<file path="src/rtl/switch_priority_debouncer.sv">
// -----------------------------------------------------------------------------
// switch_priority_debouncer
//   Synchronises and debounces a bank of N asynchronous slide switches, then
//   encodes the accepted vector into a 1-based digit code for the Sudoku
//   value-entry path.
//
// Parameters
//   N               number of switches; bit i encodes to value i+1
//   W               code width, 2**W must exceed N
//   DEBOUNCE_CYCLES consecutive stable cycles before a new vector is accepted
//   STRICT          0 = highest set bit wins, 1 = exactly one bit or code 0
//
// Ports
//   clk_i      system clock, rising edge
//   rst_i      synchronous active-high reset
//   switch_i   raw asynchronous switch levels
//   code_o     encoded digit, 0 = none/invalid
//   valid_o    high whenever code_o != 0
//   multi_o    more than one bit of the accepted vector is set
//   changed_o  one-cycle pulse coincident with a new code_o value
// -----------------------------------------------------------------------------
module switch_priority_debouncer #(
   parameter int unsigned N               = 9,
   parameter int unsigned W               = 4,
   parameter int unsigned DEBOUNCE_CYCLES = 16,
   parameter int unsigned STRICT          = 0
) (
   input  logic         clk_i,
   input  logic         rst_i,
   input  logic [N-1:0] switch_i,
   output logic [W-1:0] code_o,
   output logic         valid_o,
   output logic         multi_o,
   output logic         changed_o
);

   localparam int unsigned CW = $clog2(DEBOUNCE_CYCLES + 1);
   localparam int unsigned PW = $clog2(N + 1);

   // Elaboration-time parameter sanity
   if ((2 ** W) <= N) begin : g_bad_width
      $fatal(1, "switch_priority_debouncer: 2**W must exceed N");
   end
   if (DEBOUNCE_CYCLES < 1) begin : g_bad_debounce
      $fatal(1, "switch_priority_debouncer: DEBOUNCE_CYCLES must be >= 1");
   end

   logic [N-1:0]  sync1_q, sync2_q;
   logic [N-1:0]  cand_q, cand_d;
   logic [N-1:0]  st_q, st_d;
   logic [CW-1:0] cnt_q, cnt_d;
   logic [W-1:0]  code_q, code_d;
   logic          valid_q, valid_d;
   logic          multi_q, multi_d;
   logic          changed_q, changed_d;

   logic [W-1:0]  hi_code;
   logic [PW-1:0] pop;

   // Debounce: any movement at sync2 restarts the stability count
   always_comb begin
      cand_d = cand_q;
      st_d   = st_q;
      cnt_d  = cnt_q;
      if (sync2_q != cand_q) begin
         cand_d = sync2_q;
         cnt_d  = '0;
      end else if (cand_q != st_q) begin
         if (cnt_q == CW'(DEBOUNCE_CYCLES - 1)) begin
            st_d  = cand_q;
            cnt_d = '0;
         end else begin
            cnt_d = cnt_q + CW'(1);
         end
      end else begin
         cnt_d = '0;
      end
   end

   // Encoder: later iterations override, so the highest set bit wins
   always_comb begin
      hi_code = '0;
      pop     = '0;
      for (int i = 0; i < int'(N); i++) begin
         if (st_q[i]) begin
            hi_code = W'(i + 1);
            pop     = pop + PW'(1);
         end
      end
      multi_d   = (pop > PW'(1));
      code_d    = ((STRICT != 0) && (pop != PW'(1))) ? '0 : hi_code;
      valid_d   = (code_d != '0);
      changed_d = (code_d != code_q);
   end

   // State registers
   always_ff @(posedge clk_i) begin
      if (rst_i) begin
         sync1_q   <= '0;
         sync2_q   <= '0;
         cand_q    <= '0;
         st_q      <= '0;
         cnt_q     <= '0;
         code_q    <= '0;
         valid_q   <= 1'b0;
         multi_q   <= 1'b0;
         changed_q <= 1'b0;
      end else begin
         sync1_q   <= switch_i;
         sync2_q   <= sync1_q;
         cand_q    <= cand_d;
         st_q      <= st_d;
         cnt_q     <= cnt_d;
         code_q    <= code_d;
         valid_q   <= valid_d;
         multi_q   <= multi_d;
         changed_q <= changed_d;
      end
   end

   assign code_o    = code_q;
   assign valid_o   = valid_q;
   assign multi_o   = multi_q;
   assign changed_o = changed_q;

endmodule

</file>
<file path="config.mk">
export PLATFORM = sky130hd
export DESIGN_NAME = switch_priority_debouncer
export DESIGN_NICKNAME = d
export VERILOG_FILES = /design/src/rtl/switch_priority_debouncer.sv
export SDC_FILE = /design/constraint.sdc
export NUM_CORES = 1
export LEC_CHECK = 0
export ABC_AREA = 1
export BUFFER_PORTS_ARGS = -buffer_cell sky130_fd_sc_hd__buf_2
export CAP_MARGIN = 20
export CORE_AREA = 2 2 99 101
export DETAILED_ROUTE_END_ITERATION = 7
export DIE_AREA = 0 0 101 103
export GPL_TIMING_DRIVEN = 0
export PLACE_DENSITY_LB_ADDON = 0.08
export SETUP_SLACK_MARGIN = 0.05
export SLEW_MARGIN = 20
export SYNTH_ARGS = -nofsm -noshare
export SYNTH_HDL_FRONTEND = slang
export SYNTH_SLANG_ARGS = --single-unit
</file>
<file path="constraint.sdc">
create_clock -name clk_i -period 8.6 [get_ports clk_i]
set_input_delay 1.72 -clock clk_i [delete_from_list [all_inputs] [get_ports clk_i]]
set_output_delay 1.72 -clock clk_i [all_outputs]
set_load 0.05 [all_outputs]
</file>
==> summary.md, run 1 <==
| Metric | Value |
|---|---|
| CTS Sinks | `48` |
| Uppermost layer routed | `met4` |
| Hold path startpoint | `sync1_q[3]$_SDFF_PP0_` |
| ANT cells | `0` |
| CP Class | `register to register` |
| Antenna violations before repair | `0` |
| Layout cell share with drive strength beyond 1 | `20.3%` |
| Post-synthesis sequential area ratio | `34.8%` |
| Area leader, netlist | `dfxtp_1` |
| Synth Warn # | `0` |
| Reg2reg start | `st_q[0]$_SDFFE_PP0P_` |
| DIE AREA | `10400 µm²` |
| IO buf count | `16` |
| Post-synth top area share | `34.8%` |
| Final Cycle Share | `51.2%` |
| LEAKAGE | `1.56 nW` |
| Met2 Wirelength | `2.40 mm` |
| Detail Route Antenna Nets | `0` |
| # setup viols final | `0` |
| Die H | `103 µm` |
| Synth top area cells | `dfxtp_1 (35%), inv_1 (7.6%), nand2_1 (7.5%)` |
| Library cells used by synthesis | `36` |
| Top-count cell post-synth | `inv_1` |
| Final WL | `5.07 mm` |
| TritonCTS clock tree | `yes` |
| Pwr dens | `132 nW/µm²` |
| Num CTS Buffers | `5` |
| Top cells by count, synth | `inv_1 (56), nand2_1 (55), nor2_1 (50)` |
| VDD IR max | `0.102 mV` |
| Slowest stage delay, CP | `0.44 ns` |
| Clk Latency, worst-skew pair | `0.29 ns` |
| Async S/R FF share, synth | `0%` |
| HP Class | `register to register` |
| Post-synth EDFFs | `0` |
| Gr usage total | `11.2%` |
| Pre-Repair DR Iteration Count | `4` |
| Number of remaining DRC errors | `0` |
| Clock Tree Root | `clkbuf_8` |
| Nets | `412` |
| H-tree depth | `2` |
| Post-Syn Instances | `365` |
| Syn_nets | `389` |
| Via count | `2082` |
| Final count of pins violating max slew | `0` |
| Startpoint types | `register` |
| Post-CTS resize count | `0` |
| Worst R2R Path Depth | `26` |
| Top_reg_cell synth | `dfxtp_1` |
| Initial DRC Count | `78` |
| Routed len/inst | `10.1 µm` |
| Fin Setup TNS | `0 ns` |
| First-pass GRT wire length | `9.25 mm` |
| CP required | `8.80 ns` |
| Maximum clock frequency | `227 MHz` |
| Fillers | `1023` |
| Hold path cells | `2` |
| Initial Util | `29.2%` |
| Post-route clock skew | `0.00206 ns` |
| Rows | `36` |
| #FFs+latches synth | `48` |
| IO Pins | `18` |
| Clock Path Buffers | `2` |
| Critical path endpoint category | `register` |
| Vias in the first global route | `2084` |
| CP max-delay cell | `dfxtp_1` |
| Reg-to-reg critical path endpoint | `multi_o$_SDFF_PP0_` |
| Worst Max-Slew Pin Slew | `0.451 ns` |
| Reported max-cap violation count | `0` |
| CTS hold repair buffers | `0` |
| Post-layout min period | `4.41 ns` |
| Reg2reg setup slack | `4.19 ns` |
| Die width | `101 µm` |
| Vias/cell | `4.14` |
| GP Congestion | `0.735` |
| Post-synthesis cell area | `2760 µm²` |
| M1 wire length | `2.53 mm` |
| Core Area | `9460 µm²` |
| Dpl hpwl | `4.10 mm` |
| RSZ-0062 raised after global routing | `false` |
| Outcome | `finished, final reports clean` |
| Postcts setup bufs | `0` |
| Synthesized area per cell | `7.57 µm²` |
| Largest net degree at the start of global routing | `15` |
| WP data arrival | `4.61 ns` |
| Routed length on met3 | `84 µm` |
| Critical Path Fanout Max | `5` |
| Area Growth Syn to Fin | `12.0%` |
| Grt ovf | `0` |
| Hold Path End | `sync2_q[3]$_SDFF_PP0_` |
| Slew HR | `70.0%` |
| Clock transition at path regs | `0.09 ns` |
| Post-Route Utilization | `32.7%` |
| Total Power | `0.407 mW` |
| Fin. Hold Viols | `0` |
[how the worst max path moves through the flow]
stage,slack (ns),start,end
after detailed placement,4.16,st_q[0]$_SDFFE_PP0P_,multi_o$_SDFF_PP0_
after global placement,4.14,st_q[0]$_SDFFE_PP0P_,multi_o$_SDFF_PP0_
after floorplan,4.58,st_q[0]$_SDFFE_PP0P_,multi_o$_SDFF_PP0_
after global routing,3.72,st_q[0]$_SDFFE_PP0P_,multi_o$_SDFF_PP0_
final,4.19,st_q[0]$_SDFFE_PP0P_,multi_o$_SDFF_PP0_
after CTS,4.14,st_q[0]$_SDFFE_PP0P_,multi_o$_SDFF_PP0_
[final cells by class]
cell class              count  area, µm²  area share (%)
clock buffers               6       72.6            2.35
inverters                  61        243            7.85
flip-flops and latches     48        961            31.1
repair buffers             16       80.1            2.59
well taps                 114        143            4.61
multi-input cells         247       1500            48.5
plain buffers               9       57.6            1.86
clock inverters             2       35.0            1.13
[state kept, by name, summed over array words and instances, names as in the netlist]
signal     cells
cand_q         9
st_q           9
sync1_q        9
sync2_q        9
cnt_q          5
code_o         4
changed_o      1
multi_o        1
valid_o        1
[cells by family after synthesis]
family,synth area share (%)
AO/OA/AOI/OAI,7.02
flip-flops,34.8
adder cells (fa/ha/maj),5.89
buffers and inverters,10.9
AND/OR/NAND/NOR,35.7
XOR/XNOR,5.71
[worst max-delay path, delay by kind of cell (launching register included)]
kind / cells / cell delay (ns)
and+or+nand+nor: 13 / 1.67
AOI/OAI and AO/OA: 3 / 0.42
DFF: 1 / 0.44
adders and majority gates: 5 / 1.41
buffers and inverters: 5 / 0.37
[metal layers]
| metal | up-vias | track usage [%] |
|---|---|---|
| met2 | 16 | 19.9 |
| li1 | 1176 | - |
| met4 | 0 | 3.74 |
| met3 | 6 | 1.83 |
| met5 | - | 0 |
| met1 | 884 | 13.7 |
[where the power goes]
group	internal, mW	switching, mW
registers	0.227	0.00278
logic	0.00786	0.00976
clock network	0.0863	0.0729
[metrics by stage]
step / std cells / hold slack (ns) / worst slack (ns) / area [µm²]
finish: 503 / 0.404 / 4.19 / 3090
global route: 503 / 0.424 / 3.72 / 3090
CTS: 503 / 0.405 / 4.14 / 3090
detailed placement: 495 / 0.392 / 4.16 / 2990
global placement: 495 / 0.390 / 4.14 / 2990
floorplan: 365 / 0.388 / 4.58 / 2760
[cells in the final DEF (no fill, tap or decap), types with 11 or more instances in the layout]
cell and n:
inv_1 56, dfxtp_1 48, buf_2 17, o21ai_0 18
nand2_1 55, nand3_2 11, xor2_1 11, nand3_1 17
nor2_1 50, ha_1 13, a21oi_1 14, nand2_2 14
No activity file was read; power rests on OpenSTA's default activity.
==> run 2: changes to the inputs <==
==> constraint.sdc (replaced) <==
create_clock -name clk_i -period 4.4 [get_ports clk_i]
set_input_delay 0.88 -clock clk_i [delete_from_list [all_inputs] [get_ports clk_i]]
set_output_delay 0.88 -clock clk_i [all_outputs]
set_load 0.05 [all_outputs]
==> run 2 against run 1 <==
Sequential power up 95%. Via count grew 0.91%. Utilization is 0.69 points higher.
==> summary.md, run 2 (synthesis gave the netlist of run 1 again) <==
| Metric | Value |
|---|---|
| Layout cell share with drive strength beyond 1 | `23.0%` |
| # setup viols final | `0` |
| Worst Max-Slew Pin Slew | `0.451 ns` |
| DIE AREA | `10400 µm²` |
| Antenna violations before repair | `0` |
| Worst R2R Path Depth | `25` |
| Placed insts | `495` |
| Rows | `36` |
| ANT cells | `0` |
| Slowest stage delay, CP | `0.38 ns` |
| Vias/cell | `4.16` |
| Fillers | `1020` |
| Startpoint types | `register` |
| Worst setup margin | `0.394 ns` |
| Final count of pins violating max slew | `0` |
| Number of remaining DRC errors | `0` |
| Clock transition at path regs | `0.09 ns` |
| Hold path startpoint | `sync1_q[3]$_SDFF_PP0_` |
| Top Family by Delay on Critical Path | `simple AND/OR/NAND/NOR gates` |
| Final WL | `5.07 mm` |
| Slew HR | `70.0%` |
| Most frequent cell on the critical path | `ha_1` |
| Initial DRC Count | `53` |
| RSZ-0062 raised after global routing | `false` |
| Critical path endpoint category | `register` |
| Final Cycle Share | `91.0%` |
| Reported max-cap violation count | `0` |
| GP Congestion | `0.735` |
| CP max-delay cell | `dfxtp_4` |
| VDD IR max | `0.199 mV` |
| Clock Path Buffers | `2` |
| Most common cell after layout, fill and taps aside | `nand2_1` |
| Grt ovf | `0` |
| Initial Util | `29.2%` |
| Critical Path Stages | `25` |
| LEAKAGE | `1.58 nW` |
| Reg2reg setup slack | `0.39 ns` |
| Hold path cells | `2` |
| CP Class | `register to register` |
| Clk Latency, worst-skew pair | `0.29 ns` |
| HP Class | `register to register` |
| Commonest cells after routing, fill and taps aside | `nand2_1 (54), inv_1 (53), nor2_1 (50), dfxtp_1 (46), buf_2 (17)` |
| DP Worst Slack | `-0.0422 ns` |
| Maximum clock frequency | `250 MHz` |
| Final Non-Filler Cells | `505` |
| WP data arrival | `4.21 ns` |
| Num CTS Buffers | `5` |
| IO buf count | `16` |
| Hold Path End | `sync2_q[3]$_SDFF_PP0_` |
| Die H | `103 µm` |
| Gr usage total | `11.2%` |
| H-tree depth | `2` |
| Die width | `101 µm` |
| Area Growth Syn to Fin | `14.3%` |
| Post-Route Utilization | `33.4%` |
| Reg2reg start | `st_q[1]$_SDFFE_PP0P_` |
| Fin. Hold Viols | `0` |
| CP required | `4.60 ns` |
| Post-layout min period | `4.01 ns` |
| Clock Tree Root | `clkbuf_8` |
| Total Power | `0.794 mW` |
| Outcome | `finished, final reports clean` |
| Largest net degree at the start of global routing | `15` |
| IO Pins | `18` |
| Reg-to-reg critical path endpoint | `multi_o$_SDFF_PP0_` |
| Pwr dens | `251 nW/µm²` |
| Critical Path Fanout Max | `6` |
| Pre-Repair DR Iteration Count | `4` |
| CTS hold repair buffers | `0` |
| Post-route clock skew | `0.00226 ns` |
| Via count | `2101` |
| TritonCTS clock tree | `yes` |
| Nets | `414` |
| Worst path bufs/invs | `4` |
| First-pass GRT wire length | `9.31 mm` |
| Detail Route Antenna Nets | `0` |
| Vias in the first global route | `2082` |
| Routed len/inst | `10.0 µm` |
| Dpl hpwl | `4.10 mm` |
| Core Area | `9460 µm²` |
| CTS Sinks | `48` |
## run 2: worst max path at each step
stage / from / end
floorplan: st_q[0]$_SDFFE_PP0P_ / multi_o$_SDFF_PP0_
global placement: st_q[0]$_SDFFE_PP0P_ / multi_o$_SDFF_PP0_
detailed placement: st_q[0]$_SDFFE_PP0P_ / multi_o$_SDFF_PP0_
CTS: st_q[1]$_SDFFE_PP0P_ / multi_o$_SDFF_PP0_
global route: st_q[1]$_SDFFE_PP0P_ / multi_o$_SDFF_PP0_
finish: st_q[1]$_SDFFE_PP0P_ / multi_o$_SDFF_PP0_
## run 2: power breakdown
group,switching [mW],internal [mW]
registers,0.00543,0.443
logic,0.0191,0.0154
clock network,0.142,0.169
total,0.166,0.627
## run 2: area by class of cell
type / count / area (µm²) / share of cell area [%]
Multi-Input combinational cell: 247 / 1540 / 48.7
Sequential cell: 48 / 968 / 30.7
Inverter: 61 / 248 / 7.84
Tap cell: 114 / 143 / 4.52
Timing Repair Buffer: 18 / 95.1 / 3.01
Clock buffer: 6 / 72.6 / 2.30
Buffer: 9 / 57.6 / 1.82
Clock inverter: 2 / 35.0 / 1.11
## run 2: metrics by stage
step	hold WS, ns	area (µm²)	setup TNS, ns
after floorplan	0.388	2760	0
after global placement	0.390	2990	-0.0570
after detailed placement	0.392	2990	-0.0422
after CTS	0.405	3110	0
after global routing	0.424	3160	0
final	0.404	3160	0
## run 2: repair_timing
item                                    in CTS  in global routing
endpoints found under the setup margin       1                  1
resized for setup                            2                 16
buffers inserted                             0                  2
pin swaps                                    0                  3
## run 2: tightest hold or removal path: stages (launching register included)
cell     delay (ns)
dfxtp_1        0.30
inv_1          0.04
nor2_1         0.03
## run 2: metal layers
layer	wire [µm]	share of wire, %	global-route usage, %	vias up
met5	0	0	0	-
met2	2420	48	19.9	20
met4	55	1.1	3.74	0
met1	2500	49	13.9	893
li1	-	-	-	1182
met3	100	2.0	1.83	6
